## src/rtl/matrix_tx_pkg.sv

```systemverilog
// Shared encodings for the matrix transmit scheduler: FSM states, frame phases
// and the one-hot front-panel LED patterns.
package matrix_tx_pkg;

    typedef enum logic [2:0] {
        ST_IDLE,
        ST_RD,
        ST_LATCH,
        ST_SEND,
        ST_WAIT_ACK,
        ST_WAIT_DONE,
        ST_NEXT,
        ST_DONE
    } state_t;

    typedef enum logic [1:0] {
        PH_HDR,
        PH_DATA,
        PH_TRL
    } phase_t;

    localparam int unsigned LED_W = 5;

    localparam logic [LED_W-1:0] LED_IDLE  = 5'b10000;
    localparam logic [LED_W-1:0] LED_FETCH = 5'b01000;
    localparam logic [LED_W-1:0] LED_SEND  = 5'b00100;
    localparam logic [LED_W-1:0] LED_WAIT  = 5'b00010;
    localparam logic [LED_W-1:0] LED_SEQ   = 5'b00001;

    // Paired states share one LED so the panel shows the coarse activity.
    function automatic logic [LED_W-1:0] led_of(input state_t s);
        logic [LED_W-1:0] led;
        case (s)
            ST_IDLE:                   led = LED_IDLE;
            ST_RD, ST_LATCH:           led = LED_FETCH;
            ST_SEND:                   led = LED_SEND;
            ST_WAIT_ACK, ST_WAIT_DONE: led = LED_WAIT;
            default:                   led = LED_SEQ;
        endcase
        return led;
    endfunction

endpackage

```

## src/rtl/matrix_tx_scheduler_edge.sv

```systemverilog
// Rising-edge detector for the start button: two history flops, so a level held
// high produces exactly one single-cycle pulse.
module tx_start_edge (
    input  logic slow_clk,
    input  logic rst,
    input  logic start,
    output logic rise_c
);

    logic [1:0] hist;

    always_ff @(posedge slow_clk or posedge rst) begin
        if (rst) begin
            hist <= 2'b00;
        end else begin
            hist <= {hist[0], start};
        end
    end

    assign rise_c = hist[0] & ~hist[1];

endmodule

```

## src/rtl/matrix_tx_scheduler.sv

```systemverilog
// Streams one ROWS x COLS result matrix from memory to the UART transmitter,
// framed by optional header/trailer bytes, with ack timeout and abort.
module matrix_tx_scheduler
    import matrix_tx_pkg::*;
#(
    parameter int unsigned        ROWS       = 2,
    parameter int unsigned        COLS       = 2,
    parameter int unsigned        ADDR_W     = 6,
    parameter int unsigned        DATA_W     = 8,
    parameter bit                 HEADER_EN  = 1'b1,
    parameter logic [DATA_W-1:0]  HDR_BYTE   = 8'hAA,
    parameter bit                 TRAILER_EN = 1'b1,
    parameter logic [DATA_W-1:0]  TRL_BYTE   = 8'h55,
    parameter int unsigned        ACK_TO     = 16
) (
    input  logic                slow_clk,
    input  logic                rst,
    input  logic                start,
    input  logic                abort,
    input  logic                tx_busy,
    input  logic [DATA_W-1:0]   mem_data,
    output logic                mem_rd,
    output logic [ADDR_W-1:0]   mem_addr,
    output logic                tx_ready,
    output logic [DATA_W-1:0]   tx_byte,
    output logic                busy,
    output logic                done,
    output logic                err,
    output logic [ADDR_W+1:0]   byte_cnt,
    output logic [LED_W-1:0]    state_led
);

    localparam int unsigned N    = ROWS * COLS;
    localparam int unsigned TO_W = $clog2(ACK_TO + 1);
    localparam int unsigned BC_W = ADDR_W + 2;

    state_t            state;
    state_t            next_state;
    phase_t            phase;
    logic [ADDR_W-1:0] idx;
    logic [TO_W-1:0]   to_cnt;

    logic start_rise_c;
    logic abort_c;
    logic last_elem_c;
    logic ack_expired_c;

    logic             mem_rd_d;
    logic             tx_ready_d;
    logic             busy_d;
    logic             done_d;
    logic [LED_W-1:0] led_d;

    tx_start_edge u_start_edge (
        .slow_clk (slow_clk),
        .rst      (rst),
        .start    (start),
        .rise_c   (start_rise_c)
    );

    assign abort_c       = abort && (state != ST_IDLE);
    assign last_elem_c   = (idx == ADDR_W'(N - 1));
    assign ack_expired_c = (state == ST_WAIT_ACK) && !tx_busy && (to_cnt <= TO_W'(1));
    assign mem_addr      = idx;

    always_ff @(posedge slow_clk or posedge rst) begin
        if (rst) begin
            state <= ST_IDLE;
        end else begin
            state <= next_state;
        end
    end

    always_comb begin
        next_state = state;
        if (abort_c) begin
            next_state = ST_IDLE;
        end else begin
            case (state)
                ST_IDLE: begin
                    if (start_rise_c) begin
                        next_state = HEADER_EN ? ST_SEND : ST_RD;
                    end
                end
                ST_RD:    next_state = ST_LATCH;
                ST_LATCH: next_state = ST_SEND;
                ST_SEND:  next_state = ST_WAIT_ACK;
                ST_WAIT_ACK: begin
                    if (tx_busy) begin
                        next_state = ST_WAIT_DONE;
                    end else if (ack_expired_c) begin
                        next_state = ST_IDLE;
                    end
                end
                ST_WAIT_DONE: begin
                    if (!tx_busy) begin
                        next_state = ST_NEXT;
                    end
                end
                ST_NEXT: begin
                    if (phase == PH_HDR) begin
                        next_state = ST_RD;
                    end else if (phase == PH_DATA && !last_elem_c) begin
                        next_state = ST_RD;
                    end else if (phase == PH_DATA && TRAILER_EN) begin
                        next_state = ST_SEND;
                    end else begin
                        next_state = ST_DONE;
                    end
                end
                ST_DONE: next_state = ST_IDLE;
                default: next_state = ST_IDLE;
            endcase
        end
    end

    // Moore outputs decoded from the upcoming state, then registered below.
    always_comb begin
        mem_rd_d   = 1'b0;
        tx_ready_d = 1'b0;
        busy_d     = 1'b0;
        done_d     = 1'b0;
        led_d      = led_of(next_state);
        mem_rd_d   = (next_state == ST_RD);
        tx_ready_d = (next_state == ST_SEND);
        busy_d     = (next_state != ST_IDLE);
        done_d     = (next_state == ST_DONE);
    end

    always_ff @(posedge slow_clk or posedge rst) begin
        if (rst) begin
            mem_rd    <= 1'b0;
            tx_ready  <= 1'b0;
            busy      <= 1'b0;
            done      <= 1'b0;
            state_led <= LED_IDLE;
        end else begin
            mem_rd    <= mem_rd_d;
            tx_ready  <= tx_ready_d;
            busy      <= busy_d;
            done      <= done_d;
            state_led <= led_d;
        end
    end

    // Frame datapath: element index, phase, timeout, byte count and tx byte.
    always_ff @(posedge slow_clk or posedge rst) begin
        if (rst) begin
            phase    <= PH_HDR;
            idx      <= '0;
            to_cnt   <= '0;
            tx_byte  <= '0;
            byte_cnt <= '0;
            err      <= 1'b0;
        end else if (!abort_c) begin
            case (state)
                ST_IDLE: begin
                    if (start_rise_c) begin
                        byte_cnt <= '0;
                        err      <= 1'b0;
                        idx      <= '0;
                        if (HEADER_EN) begin
                            tx_byte <= HDR_BYTE;
                            phase   <= PH_HDR;
                        end else begin
                            phase   <= PH_DATA;
                        end
                    end
                end
                ST_LATCH: tx_byte <= mem_data;
                ST_SEND:  to_cnt  <= TO_W'(ACK_TO);
                ST_WAIT_ACK: begin
                    if (ack_expired_c) begin
                        err <= 1'b1;
                    end else if (!tx_busy) begin
                        to_cnt <= to_cnt - TO_W'(1);
                    end
                end
                ST_WAIT_DONE: begin
                    if (!tx_busy) begin
                        byte_cnt <= byte_cnt + BC_W'(1);
                    end
                end
                ST_NEXT: begin
                    case (phase)
                        PH_HDR: begin
                            phase <= PH_DATA;
                            idx   <= '0;
                        end
                        PH_DATA: begin
                            if (!last_elem_c) begin
                                idx <= idx + ADDR_W'(1);
                            end else if (TRAILER_EN) begin
                                tx_byte <= TRL_BYTE;
                                phase   <= PH_TRL;
                            end
                        end
                        default: ;
                    endcase
                end
                default: ;
            endcase
        end
    end

endmodule

```

## config.mk

```make
export PLATFORM = sky130hd
export DESIGN_NAME = matrix_tx_scheduler
export DESIGN_NICKNAME = d
export VERILOG_FILES = /design/src/rtl/matrix_tx_pkg.sv /design/src/rtl/matrix_tx_scheduler_edge.sv /design/src/rtl/matrix_tx_scheduler.sv
export SDC_FILE = /design/constraint.sdc
export NUM_CORES = 1
export LEC_CHECK = 0
export ABC_AREA = 1
export CAP_MARGIN = 10
export CORE_UTILIZATION = 52
export DETAILED_ROUTE_END_ITERATION = 10
export GPL_TIMING_DRIVEN = 0
export PLACE_DENSITY = 0.8
export SLEW_MARGIN = 5
export SYNTH_ARGS = -nofsm -noshare
export SYNTH_HDL_FRONTEND = slang
export SYNTH_SLANG_ARGS = --single-unit
```

## constraint.sdc

```tcl
create_clock -name slow_clk -period 1.85 [get_ports slow_clk]
set_input_delay 0.2775 -clock slow_clk [delete_from_list [all_inputs] [get_ports slow_clk]]
set_output_delay 0.2775 -clock slow_clk [all_outputs]
set_load 0.05 [all_outputs]
```

# Yosys cells after proc, flatten, opt, wreduce, memory -nomap -nowiden
# Cells that the tools add are included.
dict set report word_totals {
  wordCells 100
  output_inout_bits 32
  ff_bits 44
  input_bits 13
}
dict set report op_classes {
  bitwise 3
  order_cmp 1
  n_addsub 3
  reduce_logical 24
  mux 31
  eq_ne 25
}
# operator n
set ops {}
lappend ops {{two-way mux 8 bit} 5}
lappend ops {{two-way mux 3 bit} 8}
lappend ops {{one-hot mux 3 bit (8 select lines)} 1}
lappend ops {{one-hot mux 6 bit (2 select lines)} 2}
lappend ops {{one-hot mux 8 bit (3 select lines)} 1}
lappend ops {{== test 3 bit (second input constant)} 7}
lappend ops {{one-hot mux 5 bit (4 select lines)} 1}
lappend ops {{one-hot mux 8 bit (2 select lines)} 1}
lappend ops {{AND reduction 5 bit} 3}
lappend ops {{inequality test 2 bit (second input constant)} 7}
lappend ops {{== test 3 x 2 -> 1 bit (second input constant)} 4}
lappend ops {{two-way mux 6 bit} 2}
lappend ops {{AND reduction 4 bit} 3}
lappend ops {{two-way mux 5 bit} 2}
lappend ops {{one-hot mux 5 bit (2 select lines)} 1}
lappend ops {{inequality test 3 bit (second input constant)} 3}
lappend ops {{nonzero test 3 bit} 3}
lappend ops {{adder 8 x 1 -> 8 bit (second input constant)} 1}
lappend ops {{one-hot mux 2 bit (2 select lines)} 2}
lappend ops {{nonzero test 2 bit} 4}
lappend ops {{adder 6 x 1 -> 6 bit (second input constant)} 1}
lappend ops {{== test 3 x 1 -> 1 bit (second input constant)} 2}
lappend ops {{== test 6 x 2 -> 1 bit (second input constant)} 1}
lappend ops {{zero test 3 bit} 2}
lappend ops {{other kinds (12)} 20}

# Logic depth before layout (Yosys ltp)
# Gate-level depths: netlist of run 1.
dict set report logic_depth {
  ltp_word 10
  mapped_depth 11
  depth_no_buf 9
}

# Cells and area by module
# Synthesis of run 1 repeated with hierarchy kept, for this count alone.
dict set report unflattened {
  cells_unflattened 274
  area_unflattened_um2 2318.5
}
# mod cells_per_inst area_each_um2 n_inst seq_area_each_um2
set modules_own_cells {}
lappend modules_own_cells {matrix_tx_scheduler 269 2254.7 1 1052.3}
lappend modules_own_cells {tx_start_edge 5 63.8 1 50.0}

# Least setup slack after synthesis of run 1
# OpenSTA, ideal clock, no wires.
dict set report synth_timing {
  kind {reg-to-reg}
  startpoint {reg idx[0] (netlist: mem_addr[0])}
  endpoint {reg tx_byte[5]}
  path_stages_with_launch 8
  setup_ns 0.122
  path_buffers 1
  path_slack_ns 0.134
  required_ns 1.728
  period_less_slack_ns 1.716
  arrival_ns 1.593
  path_cell_list {dfrtp_1 -> ha_1 -> nand4_1 -> nand2_1 -> nand2_2 -> buf_6 -> nand2_1 -> o21ai_1}
}
dict set report synth_via {
  elab_chain_cells 3
}
# element line
set synth_rtl {}
lappend synth_rtl {{start, declared} matrix_tx_scheduler.sv:40} ;# logic [ADDR_W-1:0] idx;
lappend synth_rtl {{start signal, assigned} matrix_tx_scheduler.sv:192} ;# idx <= idx + ADDR_W'(1);
lappend synth_rtl {{== test 6 x 2 -> 1 bit} matrix_tx_scheduler.sv:62} ;# assign last_elem_c = (idx == ADDR_W'(N - 1));
lappend synth_rtl {{inequality test 2 bit (no source line)} -}
lappend synth_rtl {{AND reduction 5 bit (no source line)} -}
lappend synth_rtl {{end signal, assigned} matrix_tx_scheduler.sv:170} ;# ST_LATCH: tx_byte <= mem_data;
lappend synth_rtl {{end, declared} matrix_tx_scheduler.sv:25} ;# output logic [DATA_W-1:0] tx_byte,
# Every way passes these cells.
# A chain may end at the register's enable or synchronous reset.

# Final worst setup path of run 1
dict set report layout_timing {
  startpoint {reg byte_cnt[1]}
  endpoint {out byte_cnt[1]}
}
# element line
set layout_lines {}
lappend layout_lines {{start, declared} matrix_tx_scheduler.sv:29} ;# output logic [ADDR_W+1:0] byte_cnt,
lappend layout_lines {{start signal, assigned} matrix_tx_scheduler.sv:181} ;# byte_cnt <= byte_cnt + BC_W'(1);
# No word-level cell between the ends.

==> impl_metrics.toml, run 1 <==
[worst_setup_path]
crit_required_ns = 1.57
cp-start-kind = "flip-flop"
critPathMaxFanout = 4
worst-path-buf-inv = 1
cpPeakStageDelay_ns = 0.82
reg2reg_depth = 6
path_depth = 1
critPathSlowestCell = "clkdlybuf4s50_1"
path_class = "flip-flop to output port"
r2r_setup_slack_ns = 0.23
r2r_start = "mem_addr[0]"
crit_arrival_ns = 1.52
crit_chain = "clkdlybuf4s50_1"
critPathCaptureType = "output port"
r2r-end = "tx_byte[7]"
crit_family = "buffers and inverters"

[timing]
tightest_slew_ns = 0.508
fin_crit_ns = 1.80
hold_viol_final = 0
final.setup.tns_ns = 0
slew_violations = 0
max_slew_margin_pct = 66.0
min_period_over_period_pct = 97.1
skew_ns = 0.00541
rsz0062_at_grt = "no"
max_freq_mhz = 557
setup_viol = 0

[synth]
netlist_area_um2 = 2330
synthMuxAreaShare_pct = 0
ys_top_cells_by_area = "dfrtp_1 46%, nand2_1 15%, nand3_1 6.0%"
synth_edf_count = 0
synthesis.nets = 324
ys_types = 26
synth-seq-cells = 44
synth_compound_area_share_pct = 6.60
synthCells = 307
synth_top_area_share_pct = 46.1
async_flop_share_pct = 100
synth-xor-area-share_pct = 1.50
synth_fa_ha_area_share_pct = 2.15
syn_area_per_cell_um2 = 7.60
synth_top_family_by_area = "simple AND/OR/NAND/NOR gates"
yosys.area.top_type = "dfrtp_1"
synth-simple-area-share_pct = 34.1
ys.warnings.count = 0
seq_area_frac_synth_pct = 47.3
yosys-top-cells-count = "92 x nand2_1, 43 x dfrtp_1, 36 x nor2_1, 33 x inv_1, 28 x nand3_1"
yosysMostFrequentCell = "nand2_1"
synthFlopType = "dfrtp_1"

[routing]
wl_per_cell_um = 11.4
ant_nets = 0
wirelength_um = 4690
remaining_drc_errors = 0
drtIter0Drc = 86
viasPerCell = 5.03
num_vias = 2062
dr.pass1.iters = 5

[power_and_ir_drop]
swShare_pct = 48.6
p_leak_nw = 1.58
powerDensity_nw_per_um2 = 1570
p_int_mw = 2.38
clkPwrFrac_pct = 13.0
switchingPower_mw = 2.25
ir_worst_vdd_mv = 0.864
power_frac_comb_pct = 56.3
p_seq_share_pct = 30.6

[global_route]
grt_max_degree = 43
grt_pass1_vias = 1830
grtUsageMet2_pct = 35.8
busiest_layer = "met2"
grt_overflow = 0
grt_pass1_wl_um = 8050
grt_use_total_pct = 22.9
grtUsageMet1_pct = 30.8
grtUsageMet3_pct = 5.26
antenna_found_initial = 0

[place]
dpl.hpwl_um = 3440
place.gp.congestion = 0.875
portBuffers = 44
placed_cell_area_um2 = 2860

[flow_run]
drv_cap = 0

[die]
fp.dieH_um = 69.0
num_io_pins = 45
die_area_um2 = 4760
rows = 23
coreArea_um2 = 4140
fp.dieW_um = 69.0
initial_core_util_pct = 56.3

[clock_tree]
cts_made_buffers = 5
clk_latency_ns = 0.29
cts_tree = "done"
root_buffer = "clkbuf_8"
clock_path_buffers = 2
cts_sinks = 44
htreeDepth = 2
cts_hold_buf = 0
cts.clk_slew.worst_paths_ns = 0.08

[outcome]
status = "completed"

[worst_hold_path]
hold_class = "input pin to asynchronous set/reset pin"

[layout]
antenna_cells = 0
nFillCells = 362
fin_nets = 376
area_growth_pct = 26.6
layout-drive-gt1-share_pct = 10.6
design_area_um2 = 2950
[cells in the final DEF (no fill, tap or decap), drive strengths merged]
| cell type | instances |
|---|---|
| buf | 6 |
| nor4 | 1 |
| nor3 | 3 |
| xor2 | 3 |
| inv | 40 |
| dfstp | 1 |
| nor2 | 41 |
| dlygate4sd2 | 7 |
| a21oi | 7 |
| a21boi | 1 |
| ha | 4 |
| xnor2 | 1 |
| clkinv | 2 |
| nand2 | 97 |
| dlymetal6s2s | 5 |
| or2 | 2 |
| nand4 | 7 |
| o21ai | 20 |
| o21a | 1 |
| clkbuf | 6 |
| dfrtp | 43 |
| clkdlybuf4s50 | 32 |
| nand3 | 30 |
[repair_timing]
| item | 4_1_cts | 5_1_grt |
|---|---|---|
| setup endpoints to repair | 7 | 5 |
| resized for setup | 7 | 5 |
| buffers inserted | 0 | 0 |
[metal layers]
metal | vias to the layer above | routed length, µm | part of all wire [%]
met5 | - | 0 | 0
met4 | 0 | 83 | 1.8
met3 | 9 | 174 | 3.7
met2 | 40 | 2170 | 46
met1 | 941 | 2270 | 48
li1 | 1072 | - | -
[logic make-up after synthesis]
kind of cell,count (synthesis)
DFF,44
xor gates and xnor gates,4
and+or+nand+nor,181
AOI/OAI and AO/OA,29
adders and majority gates,4
buffers and inverters,45
[layout make-up]
type	instances	area [µm²]	share of cell area, %
clock buffers	6	82.6	2.80
plain buffers	5	45.0	1.53
multi-input cells	218	1030	35.1
well taps	50	62.6	2.12
clock inverters	2	10.0	0.339
inverters	40	150	5.09
flip-flops and latches	44	1100	37.3
repair buffers	45	464	15.7
[sequential cells by signal, summed over array words and instances (netlist names)]
name / flops
err: 1
busy: 1
tx_ready: 1
tx_byte: 8
mem_rd: 1
phase: 2
u_start_edge.hist: 2
state_led: 5
state: 3
byte_cnt: 8
mem_addr: 6
done: 1
to_cnt: 5
[worst max path at each step]
stage	start	end	slack [ns]
floorplan	mem_addr[0]	tx_byte[5]	0.13
detailed placement	abort	mem_addr[0]	0.21
finish	byte_cnt[1]	byte_cnt[1]	0.05
CTS	mem_addr[4]	mem_addr[4]	0.01
global route	byte_cnt[6]	byte_cnt[6]	0.001
global placement	rst	mem_addr[1]	-0.30
[per-stage QoR]
step	setup slack (ns)	hold slack (ns)	instances	total power, mW	utilization [%]
finish	0.0539	0.148	410	4.63	71.2
global route	0.00142	0.158	410	5.00	71.2
CTS	0.0125	0.141	410	4.66	70.9
detailed placement	0.207	0.403	402	4.03	68.9
global placement	-0.298	0.388	401	3.98	68.4
floorplan	0.134	0.309	307	3.33	-
[power by group through the flow]
| stage | sequential, mW | combinational (mW) | clock [mW] |
|---|---|---|---|
| global route | 1.46 | 2.87 | 0.662 |
| CTS | 1.42 | 2.62 | 0.628 |
| finish | 1.42 | 2.61 | 0.602 |
| detailed placement | 1.43 | 2.60 | 0 |
| global placement | 1.43 | 2.55 | 0 |
| floorplan | 2.06 | 1.27 | 0 |
(Power assumes the default switching activity.)
==> run 2, diff against run 1 <==
Settings changed: CORE_UTILIZATION 52 to 60, DONT_BUFFER_PORTS set to 1, PLACE_DENSITY 0.8 to 0.76.
==> run 2 against run 1 <==
Clock power up 3%. Setup slack better by 0.12 ns. Cell area down 14%. Fmax up 7.1%. Clock skew down 0.0024 ns.
==> impl_metrics.toml, run 2 (synthesis results as in run 1) <==
[outcome]
status = "completed"

[die]
fp.dieW_um = 64.3
die_area_um2 = 4140
num_io_pins = 45
initial_core_util_pct = 63.2
fp.dieH_um = 64.3
rows = 22
coreArea_um2 = 3690

[timing]
final.setup.tns_ns = 0
rsz0062_at_grt = "no"
max_slew_margin_pct = 57.3
min_period_over_period_pct = 90.6
slew_violations = 0
skew_ns = 0.00304
setup_viol = 0
fin_crit_ns = 1.68
tightest_slew_ns = 0.641
hold_viol_final = 0
holdWs_ns = 0.181
max_freq_mhz = 597

[worst_setup_path]
worst-path-buf-inv = 1
cp-start-kind = "flip-flop"
critPathSlowestCell = "dfrtp_2"
critPathCaptureType = "flip-flop"
cpPeakStageDelay_ns = 0.55
crit_top_cell = "nand2_1"
crit_family = "flip-flops"
crit_required_ns = 2.04
crit_arrival_ns = 1.86
critPathMaxFanout = 10
crit_chain = "ha_1 > nand4_1 > nand2_1 > nand2_2 > buf_6 > nand2_1 > o21ai_1"
path_class = "flip-flop to flip-flop"

[clock_tree]
cts_sinks = 44
cts_setup_buffers = 0
cts_tree = "done"
cts.clk_slew.worst_paths_ns = 0.08
clock_path_buffers = 2
htreeDepth = 2
cts_made_buffers = 5
clk_latency_ns = 0.29
root_buffer = "clkbuf_8"

[power_and_ir_drop]
ir_worst_vdd_mv = 0.925
powerDensity_nw_per_um2 = 1680
p_leak_nw = 1.31

[flow_run]
drv_cap = 0

[layout]
fin_nets = 334
final_cell_mix = "92 x nand2_1, 41 x dfrtp_1, 36 x nor2_1, 32 x inv_1, 28 x nand3_1"
final_common_cell = "nand2_1"
fin_util_pct = 68.8
antenna_cells = 0
layout-drive-gt1-share_pct = 12.6
area_growth_pct = 8.80
design_area_um2 = 2540

[global_route]
grt_max_degree = 25
grt_overflow = 0
grt_pass1_vias = 1718
grt_pass1_wl_um = 7740
grt_use_total_pct = 24.3
antenna_found_initial = 0

[routing]
num_vias = 1946
viasPerCell = 5.32
drtIter0Drc = 142
remaining_drc_errors = 0
dr.pass1.iters = 4
ant_nets = 0
wirelength_um = 4510
wl_per_cell_um = 12.3

[worst_hold_path]
hold_class = "input pin to flip-flop"

[place]
portBuffers = 0
dpl.hpwl_um = 3340
placed_cell_area_um2 = 2420
place.gp.congestion = 0.839
run 2: area by class of cell:
cell class / count / area, µm²
Buffer: 5 / 45.0
Tap cell: 48 / 60.1
Multi-Input combinational cell: 218 / 1030
Fill cell: 328 / 1150
Timing Repair Buffer: 3 / 47.5
Inverter: 40 / 150
Clock inverter: 2 / 10.0
Sequential cell: 44 / 1110
Clock buffer: 6 / 82.6
run 2: what timing repair did:
| action | CTS | global route |
|---|---|---|
| hold buffers | 2 | 0 |
| cloned | 0 | 0 |
| setup endpoints to repair | 14 | 5 |
| resized for setup | 2 | 1 |
| hold endpoints to repair | 21 | 0 |
run 2: worst paths after layout:
| check | startpoint | slack (ns) | end | depth (start not counted) |
|---|---|---|---|---|
| hold reg to reg | u_start_edge.hist[0] | 0.41 | u_start_edge.hist[1] | 0 |
| hold / removal | mem_data[3] | 0.18 | tx_byte[3] | 2 |
| setup / recovery | mem_addr[1] | 0.17 | tx_byte[5] | 7 |
| setup reg to reg | mem_addr[1] | 0.17 | tx_byte[5] | 7 |
| max in group asynchronous | rst | 0.85 | state_led[4] | 3 |
| min in group asynchronous | rst | 0.45 | state_led[2] | 2 |
run 2: where the power goes:
| part | switching [mW] | internal [mW] |
|---|---|---|
| registers | 0.845 | 1.24 |
| logic | 1.02 | 0.536 |
| clock network | 0.320 | 0.298 |
| total | 2.19 | 2.07 |
run 2: per-stage QoR:
stage,std cells,total power [mW],worst slack (ns)
finish,366,4.26,0.174
global route,366,4.59,0.0290
CTS,366,4.29,0.104
detailed placement,356,3.66,-0.0988
global placement,355,3.60,-0.0645
floorplan,307,3.33,0.134
run 2: layer usage:
layer	routed length [µm]	vias up	global-route usage [%]
met3	235	4	6.96
met5	0	-	0
li1	-	983	-
met2	2180	45	37.4
met4	33	0	8.06
met1	2060	914	32.9
run 2: worst reg2reg max path, delay by kind of cell, from the launching register on:
kind | cells | cell delay, ns
adders and majority gates | 1 | 0.32
DFF | 1 | 0.55
and+or+nand+nor | 4 | 0.46
AOI/OAI and AO/OA | 1 | 0.07
buffers and inverters | 1 | 0.16
